===== src/rtl/lc4_pipe_pkg.sv =====
// Shared types for the LC4 pipeline sequencing logic: shadow-stage entries,
// the multi-cycle FSM states and the register-match helper.
package lc4_pipe_pkg;

  typedef struct packed {
    logic       valid;
    logic [2:0] wsel;
    logic       we;
    logic       nzp_we;
    logic       is_load;
  } shadow_entry_t;

  typedef enum logic {
    MC_IDLE = 1'b0,
    MC_BUSY = 1'b1
  } mc_state_e;

  localparam shadow_entry_t NOP_ENTRY = '0;

  // True when an enabled source read names the given destination register.
  function automatic logic src_match(input logic re, input logic [2:0] sel,
                                     input logic [2:0] wsel);
    return re & (sel == wsel);
  endfunction

endpackage


===== src/rtl/lc4_mc_counter.sv =====
// IDLE/BUSY sequencer for DIV/MOD occupancy of the X-stage ALU.
// busy_o is high for DIV_LAT-1 cycles after start_o is accepted.
module lc4_mc_counter
  import lc4_pipe_pkg::*;
#(
  parameter int DIV_LAT = 4,
  parameter int CNT_W   = 4
) (
  input  logic clk,
  input  logic rst_n,
  input  logic start_i,
  output logic busy_o,
  output logic last_o
);

  mc_state_e        state_q;
  logic [CNT_W-1:0] cnt_q;

  // State and down-counter; a single-cycle latency never enters BUSY.
  always_ff @(posedge clk) begin
    if (!rst_n) begin
      state_q <= MC_IDLE;
      cnt_q   <= '0;
    end else begin
      case (state_q)
        MC_IDLE: begin
          if (start_i && (DIV_LAT > 1)) begin
            state_q <= MC_BUSY;
            cnt_q   <= CNT_W'(DIV_LAT - 1);
          end else begin
            state_q <= MC_IDLE;
            cnt_q   <= '0;
          end
        end
        MC_BUSY: begin
          if (cnt_q == CNT_W'(1)) begin
            state_q <= MC_IDLE;
            cnt_q   <= '0;
          end else begin
            state_q <= MC_BUSY;
            cnt_q   <= cnt_q - CNT_W'(1);
          end
        end
        default: begin
          state_q <= MC_IDLE;
          cnt_q   <= '0;
        end
      endcase
    end
  end

  assign busy_o = (state_q == MC_BUSY);
  assign last_o = (state_q == MC_BUSY) && (cnt_q == CNT_W'(1));

endmodule


===== src/rtl/lc4_hazard_ctrl.sv =====
// LC4 five-stage sequencing controller: load-use, redirect flush and DIV/MOD
// occupancy, driven by a shadow X/M/W scoreboard of destination info.
module lc4_hazard_ctrl
  import lc4_pipe_pkg::*;
#(
  parameter int DIV_LAT = 4,
  parameter int CNT_W   = 4
) (
  input  logic       clk,
  input  logic       rst_n,
  input  logic       d_valid,
  input  logic [2:0] d_r1sel,
  input  logic       d_r1re,
  input  logic [2:0] d_r2sel,
  input  logic       d_r2re,
  input  logic [2:0] d_wsel,
  input  logic       d_regfile_we,
  input  logic       d_nzp_we,
  input  logic       d_is_load,
  input  logic       d_is_store,
  input  logic       d_is_branch,
  input  logic       d_is_multicycle,
  input  logic       x_redirect,
  output logic       stall_fd,
  output logic       bubble_x,
  output logic       flush_fd,
  output logic       x_hold,
  output logic       mc_busy,
  output logic       x_valid,
  output logic       m_valid,
  output logic       w_valid
);

  shadow_entry_t x_q, m_q, w_q;
  shadow_entry_t x_d, m_d, w_d;
  shadow_entry_t d_ent_s;
  logic lu_s, flush_s, stall_s, bubble_s, mc_start_s;
  logic mc_busy_s, mc_last_s;
  logic unused_sink_s;

  lc4_mc_counter #(.DIV_LAT(DIV_LAT), .CNT_W(CNT_W)) u_mc (
    .clk     (clk),
    .rst_n   (rst_n),
    .start_i (mc_start_s),
    .busy_o  (mc_busy_s),
    .last_o  (mc_last_s)
  );

  // Hazard detection, pipeline controls and next shadow contents.
  always_comb begin
    d_ent_s = NOP_ENTRY;
    d_ent_s.valid   = d_valid;
    d_ent_s.wsel    = d_wsel;
    d_ent_s.we      = d_regfile_we;
    d_ent_s.nzp_we  = d_nzp_we;
    d_ent_s.is_load = d_is_load;

    // Store data is bypassed from W to M, so rt of a store never stalls.
    if (x_q.valid && x_q.is_load && d_valid) begin
      lu_s = (x_q.we && (src_match(d_r1re, d_r1sel, x_q.wsel) ||
                         src_match(d_r2re & ~d_is_store, d_r2sel, x_q.wsel)))
             || d_is_branch;
    end else begin
      lu_s = 1'b0;
    end

    flush_s    = x_redirect & x_q.valid & ~mc_busy_s;
    stall_s    = ~flush_s & (lu_s | mc_busy_s);
    bubble_s   = ~mc_busy_s & (flush_s | lu_s);
    mc_start_s = d_valid & d_is_multicycle & ~mc_busy_s & ~bubble_s;

    w_d = m_q;
    if (mc_busy_s) begin
      m_d = NOP_ENTRY;
      x_d = x_q;
    end else if (bubble_s) begin
      m_d = x_q;
      x_d = NOP_ENTRY;
    end else begin
      m_d = x_q;
      x_d = d_ent_s;
    end
  end

  // Shadow X/M/W scoreboard.
  always_ff @(posedge clk) begin
    if (!rst_n) begin
      x_q <= NOP_ENTRY;
      m_q <= NOP_ENTRY;
      w_q <= NOP_ENTRY;
    end else begin
      x_q <= x_d;
      m_q <= m_d;
      w_q <= w_d;
    end
  end

  assign stall_fd = stall_s;
  assign bubble_x = bubble_s;
  assign flush_fd = flush_s;
  assign x_hold   = mc_busy_s;
  assign mc_busy  = mc_busy_s;
  assign x_valid  = x_q.valid;
  assign m_valid  = m_q.valid;
  assign w_valid  = w_q.valid;

  // W destination info and the counter's last flag are kept for tracing only.
  assign unused_sink_s = ^{mc_last_s, w_q};

endmodule


===== config.mk =====
export PLATFORM = sky130hd
export DESIGN_NAME = lc4_hazard_ctrl
export DESIGN_NICKNAME = d
export VERILOG_FILES = /design/src/rtl/lc4_pipe_pkg.sv /design/src/rtl/lc4_mc_counter.sv /design/src/rtl/lc4_hazard_ctrl.sv
export SDC_FILE = /design/constraint.sdc
export NUM_CORES = 1
export LEC_CHECK = 0
export ABC_AREA = 1
export ABC_CLOCK_PERIOD_IN_PS = 1400
export BUFFER_PORTS_ARGS = -buffer_cell sky130_fd_sc_hd__buf_4
export CORE_MARGIN = 5
export CORE_UTILIZATION = 39
export CTS_CLUSTER_SIZE = 20
export DETAILED_ROUTE_END_ITERATION = 10
export PLACE_DENSITY = 0.72
export RECOVER_POWER = 25
export SYNTH_ARGS = -nofsm -noshare
export SYNTH_HDL_FRONTEND = slang
export SYNTH_HIERARCHICAL = 1
export SYNTH_SLANG_ARGS = --single-unit
export TNS_END_PERCENT = 1

===== constraint.sdc =====
create_clock -name clk -period 1.4 [get_ports clk]
set_clock_uncertainty 0.2 [all_clocks]
set_input_delay 0.14 -clock clk [delete_from_list [all_inputs] [get_ports clk]]
set_output_delay 0.14 -clock clk [all_outputs]
set_load 0.05 [all_outputs]

==> Yosys cells after proc, flatten, opt, wreduce, memory -nomap -nowiden <==
Index checks and enable logic that the tools add are counted.
Widths: inputs -> output; s select.
{ "totals": {"reg_bits": 13, "out_inout_bits": 8, "elab_cells": 43} }
{ "op_classes": {"addsub": 1, "eq_ne": 3, "mux": 8, "bitwise": 17, "n_reduce_logical": 6} }
{ "ops": {"columns": ["op", "n"], "rows": [
  ["$and 1x1->1", 10],
  ["$pmux 4 s2", 1],
  ["$mux 7", 1],
  ["$eq 3x3->1", 2],
  ["$not 1->1", 5],
  ["$eq 4x1->1 const B", 1],
  ["$mux 4", 1],
  ["$sub 4x1->4 const B", 1],
  ["$logic_and 1x1->1", 3],
  ["$mux 1", 3],
  ["$logic_or 1x1->1", 2],
  ["$mux 2", 1],
  ["$or 1x1->1", 2],
  ["$pmux 1 s2", 1],
  ["$reduce_or 2->1", 1]
]} }

==> Longest topological paths before layout <==
Gate-level depths: netlist of run 1.
{ "logic_depth": {"word_depth": 13, "depth_mapped": 13, "mapped_depth_nobuf": 13} }

==> Hierarchy <==
The synthesis of run 1 kept the hierarchy.
{ "by_module_without_submodules": {"columns": ["module", "n_inst", "cells_per_inst", "area_per_inst_um2"], "rows": [
  ["lc4_hazard_ctrl", 1, 93, 535.5],
  ["lc4_mc_counter", 1, 28, 226.5]
]} }

==> Worst setup path after synthesis of run 1 <==
OpenSTA, ideal clock, no wires.
{ "synth_timing": {"path_type": "reg2out", "startpoint": "register u_mc.state_q (netlist: u_mc/busy_o)", "endpoint": "output port stall_fd", "arrival_ns": 1.871, "path_slack_ns": -0.811, "stages_incl_launch_ff": 6, "path_buffers": 1, "cell_sequence": "dfxtp_1 > buf_4 > inv_4 > nand3_2 > inv_1 > a21oi_2"} }
{ "synth_between": {"elab_chain_cells": 4, "word_cells_on_any_way": 5, "cone_classes": "bitwise (5)"} }
{ "synth_lines": {"columns": ["element", "line", "text"], "rows": [
  ["start: declaration", "lc4_mc_counter.sv:16", "mc_state_e state_q;"],
  ["start signal: assignment", "lc4_mc_counter.sv:22", "state_q <= MC_IDLE;"],
  ["start signal: assignment", "lc4_mc_counter.sv:28", "state_q <= MC_BUSY;"],
  ["start signal: assignment", "lc4_mc_counter.sv:31", "state_q <= MC_IDLE;"],
  ["$not 1->1", "lc4_hazard_ctrl.sv:67", "flush_s = x_redirect & x_q.valid & ~mc_busy_s;"],
  ["$and 1x1->1", "lc4_hazard_ctrl.sv:67", null],
  ["via flush_fd", "lc4_hazard_ctrl.sv:26", "output logic flush_fd,"],
  ["$not 1->1", "lc4_hazard_ctrl.sv:68", "stall_s = ~flush_s & (lu_s | mc_busy_s);"],
  ["$and 1x1->1", "lc4_hazard_ctrl.sv:68", null],
  ["end: declaration", "lc4_hazard_ctrl.sv:24", "output logic stall_fd,"]
]} }
The timed path passes the listed nets, and every way through them passes these cells.

==> Worst setup path after layout of run 1 <==
{ "layout_timing": {"startpoint": "register x_q[4] (netlist name)", "endpoint": "output port bubble_x"} }
{ "layout_between": {"elab_chain_cells": 8, "word_cells_on_any_way": 10, "cone_classes": "eq/ne (2); mux (1); bitwise (4); reduce/logical (3)"} }
{ "layout_lines": {"columns": ["element", "line", "text"], "rows": [
  ["start: declaration", "lc4_hazard_ctrl.sv:34", "shadow_entry_t x_q, m_q, w_q;"],
  ["start signal: assignment", "lc4_hazard_ctrl.sv:88", "x_q <= NOP_ENTRY;"],
  ["start signal: assignment", "lc4_hazard_ctrl.sv:92", "x_q <= x_d;"],
  ["$eq 3x3->1", "lc4_pipe_pkg.sv:23", "return re & (sel == wsel);"],
  ["$and 1x1->1", "lc4_pipe_pkg.sv:23", null],
  ["$logic_or 1x1->1 *", "lc4_hazard_ctrl.sv:60", "lu_s = (x_q.we && (src_match(d_r1re, d_r1sel, x_q.wsel) ||"],
  ["$logic_and 1x1->1 *", "lc4_hazard_ctrl.sv:60", null],
  ["$logic_or 1x1->1 *", "lc4_hazard_ctrl.sv:62", "|| d_is_branch;"],
  ["$mux 1 *", "lc4_hazard_ctrl.sv:59", "if (x_q.valid && x_q.is_load && d_valid) begin"],
  ["$or 1x1->1 *", "lc4_hazard_ctrl.sv:69", "bubble_s = ~mc_busy_s & (flush_s | lu_s);"],
  ["$and 1x1->1 *", "lc4_hazard_ctrl.sv:69", null],
  ["end: declaration", "lc4_hazard_ctrl.sv:25", "output logic bubble_x,"]
]} }
Every way passes the cells marked *; elsewhere a longest branch is shown, timed or not.

==> impl_results.md, run 1 <==
* Crit path max fanout at 4
* Commonest non-fill, non-tap cell in the layout: nand2_1
* Final Util at between 60% and 70%
* Via density at around 4.3
* Post-DRT Antenna Nets at 0
* Most used cell, CP: nand2_2
* Hold WC Path Type: in2reg
* Status: complete, but fails checks
* Initial DRC count at 7
* Die Wd at around 54 um
* Final instance area at 1152 um^2
* RR Startpoint: x_q[4]
* DR pass1 iterations at 4
* Final-report hold violation count at 0
* CTS max path bufs at 2
* PortBufs at 27
* Worst R2R End: x_q[2]
* Total track usage at 13.75%
* Final GP Congestion at around 0.76
* WP data required at about 1.1 ns
* Hold Path Origin: d_is_multicycle
* Final period util at 130.9%
* Hold endpoint: u_mc/busy_o
* Final Max Tran Viols at 0
* Num CTS Buffers at 3
* ANT cells at 0
* TritonCTS clock tree: built
* Largest net degree at the start of global routing at 12
* Min-Delay Path Depth at 5
* Vias in the first global route at 762
* Final worst setup slack at -0.4330 ns
* Post-Synthesis Cells at 120
* Crit path buffers/inverters at 2
* Setup Crit Path Kind: reg2out
* Period minus WS final at 1.833 ns
* Final setup violation count at 12
* Crit path largest cell delay at 0.38 ns
* Flop2flop setup slack at -0.23 ns
* Starting Density at around 40%
* Fmax at between 500 and 600 MHz
* Delay-heaviest family, CP: simple AND/OR/NAND/NOR gates
* Grt ovf at 0
* Initial antenna violation count at 0
* IO Count at 29
* Clk_lat worst skew at roughly 0.26 ns
* Dpl ws at -0.2088 ns
* Total number of vias at a little under 800
* Met3 usage at under 10%
* RSZ-0062 raised after global routing: yes
* Peak VDD IR at ~0.0006 V
* Layout cells sized above 1 at 41.94%
* Placement Rows at 16
* CTS H-tree lvls at 1
* Dpl cells at 176
* Clock Root Buffer: clkbuf_4
* Clk sink count at 13
* Final Power at 0.9974 mW
* Failing checks: setup timing
* DP HPWL at about 1.4 mm
* Met1 GRT Util at between 10% and 20%
* Worst-margin pin slew at around 0.28 ns
* M2 GR Usage at 25.00%
* Pwr Density at between 800 and 900 nW/um^2
* DIE AREA at about 2900 um^2
* First-pass GRT wire length at about 3.0 mm
* Worst Reg-to-Reg Cells at 13
* Die Ht at 54.09 um
* Most frequent cells in the layout: nand2_1, buf_4, inv_1
* Crit start category: flop
* Placed inst area at between 1000 and 1500 um^2
* Layout area overhead at 51.98%
* Synthesized cell area at roughly 760 um^2
* DRC viols at 0
* LEAKAGE at 0.5966 nW
* Critical path cell sequence: inv_2 > nand2_2 > nand2_2 > nor2_2 > nand2_1 > nand2_1 > nand2_2 > nand2_2 > nand2_4 > o21ai_2 > buf_6
* Slew HR at 81.26%
* Routed WL at 1.747 mm
* WP data arrival at approximately 1.5 ns
* Non-Filler Instances at 182
* YS warnings at 6
* Drt wl/cell at 9.599 um
* Max Cap Viol at 0
* Setup TNS at -2.613 ns
* Hold_ws at ~0.0082 ns
* Nets at between 150 and 200
* Crit path capture type: primary output
* Core area at 1902 um^2
* Most Crowded Layer GR: met2
* Critical-path top delay cell: dfxtp_4
* Syn_nets at 143
* Clock slew at reported path FFs at roughly 0.08 ns
* Synthesized area per cell at 6.319 um^2
==> area by class of cell <==
| cell class | instances | area (um^2) |
|---|---|---|
| fillers | 190 | 749.5 |
| multi-input cells | 79 | 427.9 |
| repair buffers | 33 | 284.0 |
| flip-flops and latches | 13 | 274.0 |
| inverters | 26 | 106.4 |
| well taps | 27 | 33.78 |
| clock buffers | 4 | 26.28 |
==> sequential cells by signal, summed over array words and instances, names as in the netlist <==
signal and count:
m_valid 1, u_mc/busy_o 1, u_mc/cnt_q 4, w_valid 1, x_q 5, x_valid 1
==> worst max-delay path by stage <==
stage                           start       endpoint  slack [ns]  depth (start not counted)
after floorplan           u_mc/busy_o  u_mc/cnt_q[0]       -0.45                          9
after global placement         x_q[4]       bubble_x       -0.18                         11
after detailed placement       x_q[4]       bubble_x       -0.21                         11
after CTS                      x_q[4]       bubble_x       -0.43                         11
after global routing           x_q[4]       bubble_x       -0.55                         10
final                          x_q[4]       bubble_x       -0.43                         11
==> tightest hold or removal path, delay by kind of cell <==
kind	cells	cell delay, ns
AND/OR/NAND/NOR	3	0.15
buffers and inverters	2	0.15
==> report_power, final <==
part | switching, mW | internal, mW | leakage, nW
sequential | 0.0276 | 0.401 | 0.110
clock | 0.116 | 0.110 | 0.0150
combinational | 0.194 | 0.149 | 0.472
==> metal layers <==
metal  up-vias  wire length (um)
met5         -                 0
met4         0                14
met3         2               106
met2        18               896
met1       338               730
li1        426                 -
==> what timing repair did <==
item                                    CTS  global route
endpoints found under the hold margin     4             0
gates resized for setup                  11            16
hold buffers                              1             0
endpoints found under the setup margin   12            14
setup buffers                             1             0
pin swaps                                 4             9
(Power assumes the default switching activity.)
==> run 2: changes to the inputs <==
Settings changed: SETUP_SLACK_MARGIN set to 0.05.
==> impl_results.md, run 2 (synthesized netlist as in run 1, its figures left out) <==
* Status: complete, but fails checks
* Failing checks: setup timing
* LEAKAGE at approximately 0.6 nW
* First-pass GRT wire length at 2.973 mm
* Placement Rows at 16
* CTS H-tree lvls at 1
* Crit path largest cell delay at between 0.3 and 0.4 ns
* Max FFs per register at 5
* Initial DRC count at 9
* RR Startpoint: x_q[4]
* IO Count at 29
* Core area at between 1500 and 2000 um^2
* Clk_lat worst skew at about 0.26 ns
* Die Ht at around 54 um
* Commonest non-fill, non-tap cell in the layout: nand2_1
* Slew HR at between 80% and 90%
* Num CTS Buffers at 3
* Stages on the worst setup path at 11
* DP HPWL at 1.366 mm
* Initial antenna violation count at 0
* Min-Delay Path Depth at 5
* TritonCTS clock tree: built
* Clock slew at reported path FFs at approximately 0.08 ns
* Largest reg by FF count: x_q
* Starting Density at ~40%
* Max Cap Viol at 0
* Grt ovf at 0
* Worst R2R End: x_q[2]
* Peak VDD IR at 0.0006125 V
* WP data required at about 1.1 ns
* WP data arrival at around 1.5 ns
* Worst-margin pin slew at ~0.28 ns
* Layout area overhead at 52.48%
* Layout cells sized above 1 at 41.94%
* DRC viols at 0
* Pwr Density at roughly 860 nW/um^2
* Post-DRT Antenna Nets at 0
* Final setup violation count at 12
* Hold WC Path Type: in2reg
* Final Max Tran Viols at 0
* CTS max path bufs at 2
* DIE AREA at approximately 3000 um^2
* Vias in the first global route at 762
* Clk sink count at 13
* Period minus WS final at about 1.8 ns
* Total track usage at 13.75%
* Crit path capture type: primary output
* Flop2flop setup slack at -0.22 ns
* Crit path max fanout at 4
* Via density at 4.275
* Dpl ws at -0.2088 ns
* Nets at between 150 and 200
* Crit path launch: x_q[4]
* Critical-path top delay cell: dfxtp_4
* Drt wl/cell at 9.489 um
* Delay-heaviest family, CP: simple AND/OR/NAND/NOR gates
* Placed inst area at between 1000 and 1500 um^2
* Routed WL at 1.727 mm
* Critical path cell sequence: inv_2 > nand2_2 > nand2_2 > nor2_2 > nand2_1 > nand2_1 > nand2_2 > nand2_2 > nand2_4 > o21ai_2 > buf_6
* Worst Setup EP: bubble_x
* Final GP Congestion at around 0.76
* Final-report hold violation count at 0
* Largest net degree at the start of global routing at 12
* PortBufs at 27
* Most used cell, CP: nand2_2
* RSZ-0062 raised after global routing: yes
* Clock Root Buffer: clkbuf_4
* Final period util at 130.8%
* Die Wd at ~54 um
* Crit path buffers/inverters at 2
* Final Power at approximately 1.0 mW
* Worst Reg-to-Reg Cells at 13
* Setup Crit Path Kind: reg2out
* Total number of vias at slightly below 800
* DR pass1 iterations at 4
* ANT cells at 0
* Most frequent cells in the layout: nand2_1, buf_4, inv_1
* Crit start category: flop
* Final instance area at ~1200 um^2
* Fmax at around 550 MHz
* Final worst setup slack at -0.4312 ns
* Largest regs: x_q (5), u_mc/cnt_q (4)
run 2: cell count changes in the layout (fill, tap and decap cells not counted):
cell / delta
buf_6: +1
buf_4: -1
run 2: timing repair:
item                       4_1_cts  5_1_grt
hold buffers                     1        0
setup endpoints to repair       14       14
pin swaps                        4        9
buffers inserted                 1        0
gates resized for setup         11       17
hold endpoints to repair         4        0
run 2: metal layers:
layer  wire length [um]  share of wire, %  global-route usage, %
met1                715                41                  16.50
met2                890                52                  25.00
met3                106               6.1                  3.047
met4                 14              0.81                  2.490
met5                  0                 0                      0
run 2: cell type report:
class,count,area [um^2]
fillers,188,745.7
flip-flops and latches,13,274.0
inverters,26,106.4
well taps,27,33.78
repair buffers,33,287.8
clock buffers,4,26.28
multi-input cells,79,427.9
run 2: tightest hold or removal path, stage by stage:
cell     delay [ns]
buf_4          0.10
inv_1          0.05
nor2_2         0.04
nand3_2        0.06
nand2_1        0.05
run 2: worst min-delay path by stage:
stage	from	endpoint	slack, ns
global placement	rst_n	w_valid	0.16
finish	d_is_multicycle	u_mc/busy_o	0.009
global route	d_is_multicycle	u_mc/busy_o	0.02
CTS	d_wsel[2]	x_q[5]	0.02
detailed placement	rst_n	w_valid	0.16
floorplan	rst_n	w_valid	0.03
run 2: metrics by stage:
stage | util [%] | hold WS (ns) | std cells | TNS [ns]
6_report | 60.79 | 0.008635 | 182 | -2.577
5_1_grt | 60.79 | 0.01836 | 182 | -4.010
4_1_cts | 58.82 | 0.01604 | 182 | -2.683
3_5_place_dp | 55.26 | 0.1601 | 176 | -1.594
3_3_place_gp | 55.26 | 0.1607 | 176 | -1.287
2_1_floorplan | - | 0.03345 | 120 | -3.669
run 2: power breakdown:
group,switching (mW),internal [mW]
Clock,0.114,0.110
Combinational,0.193,0.151
Sequential,0.0281,0.401
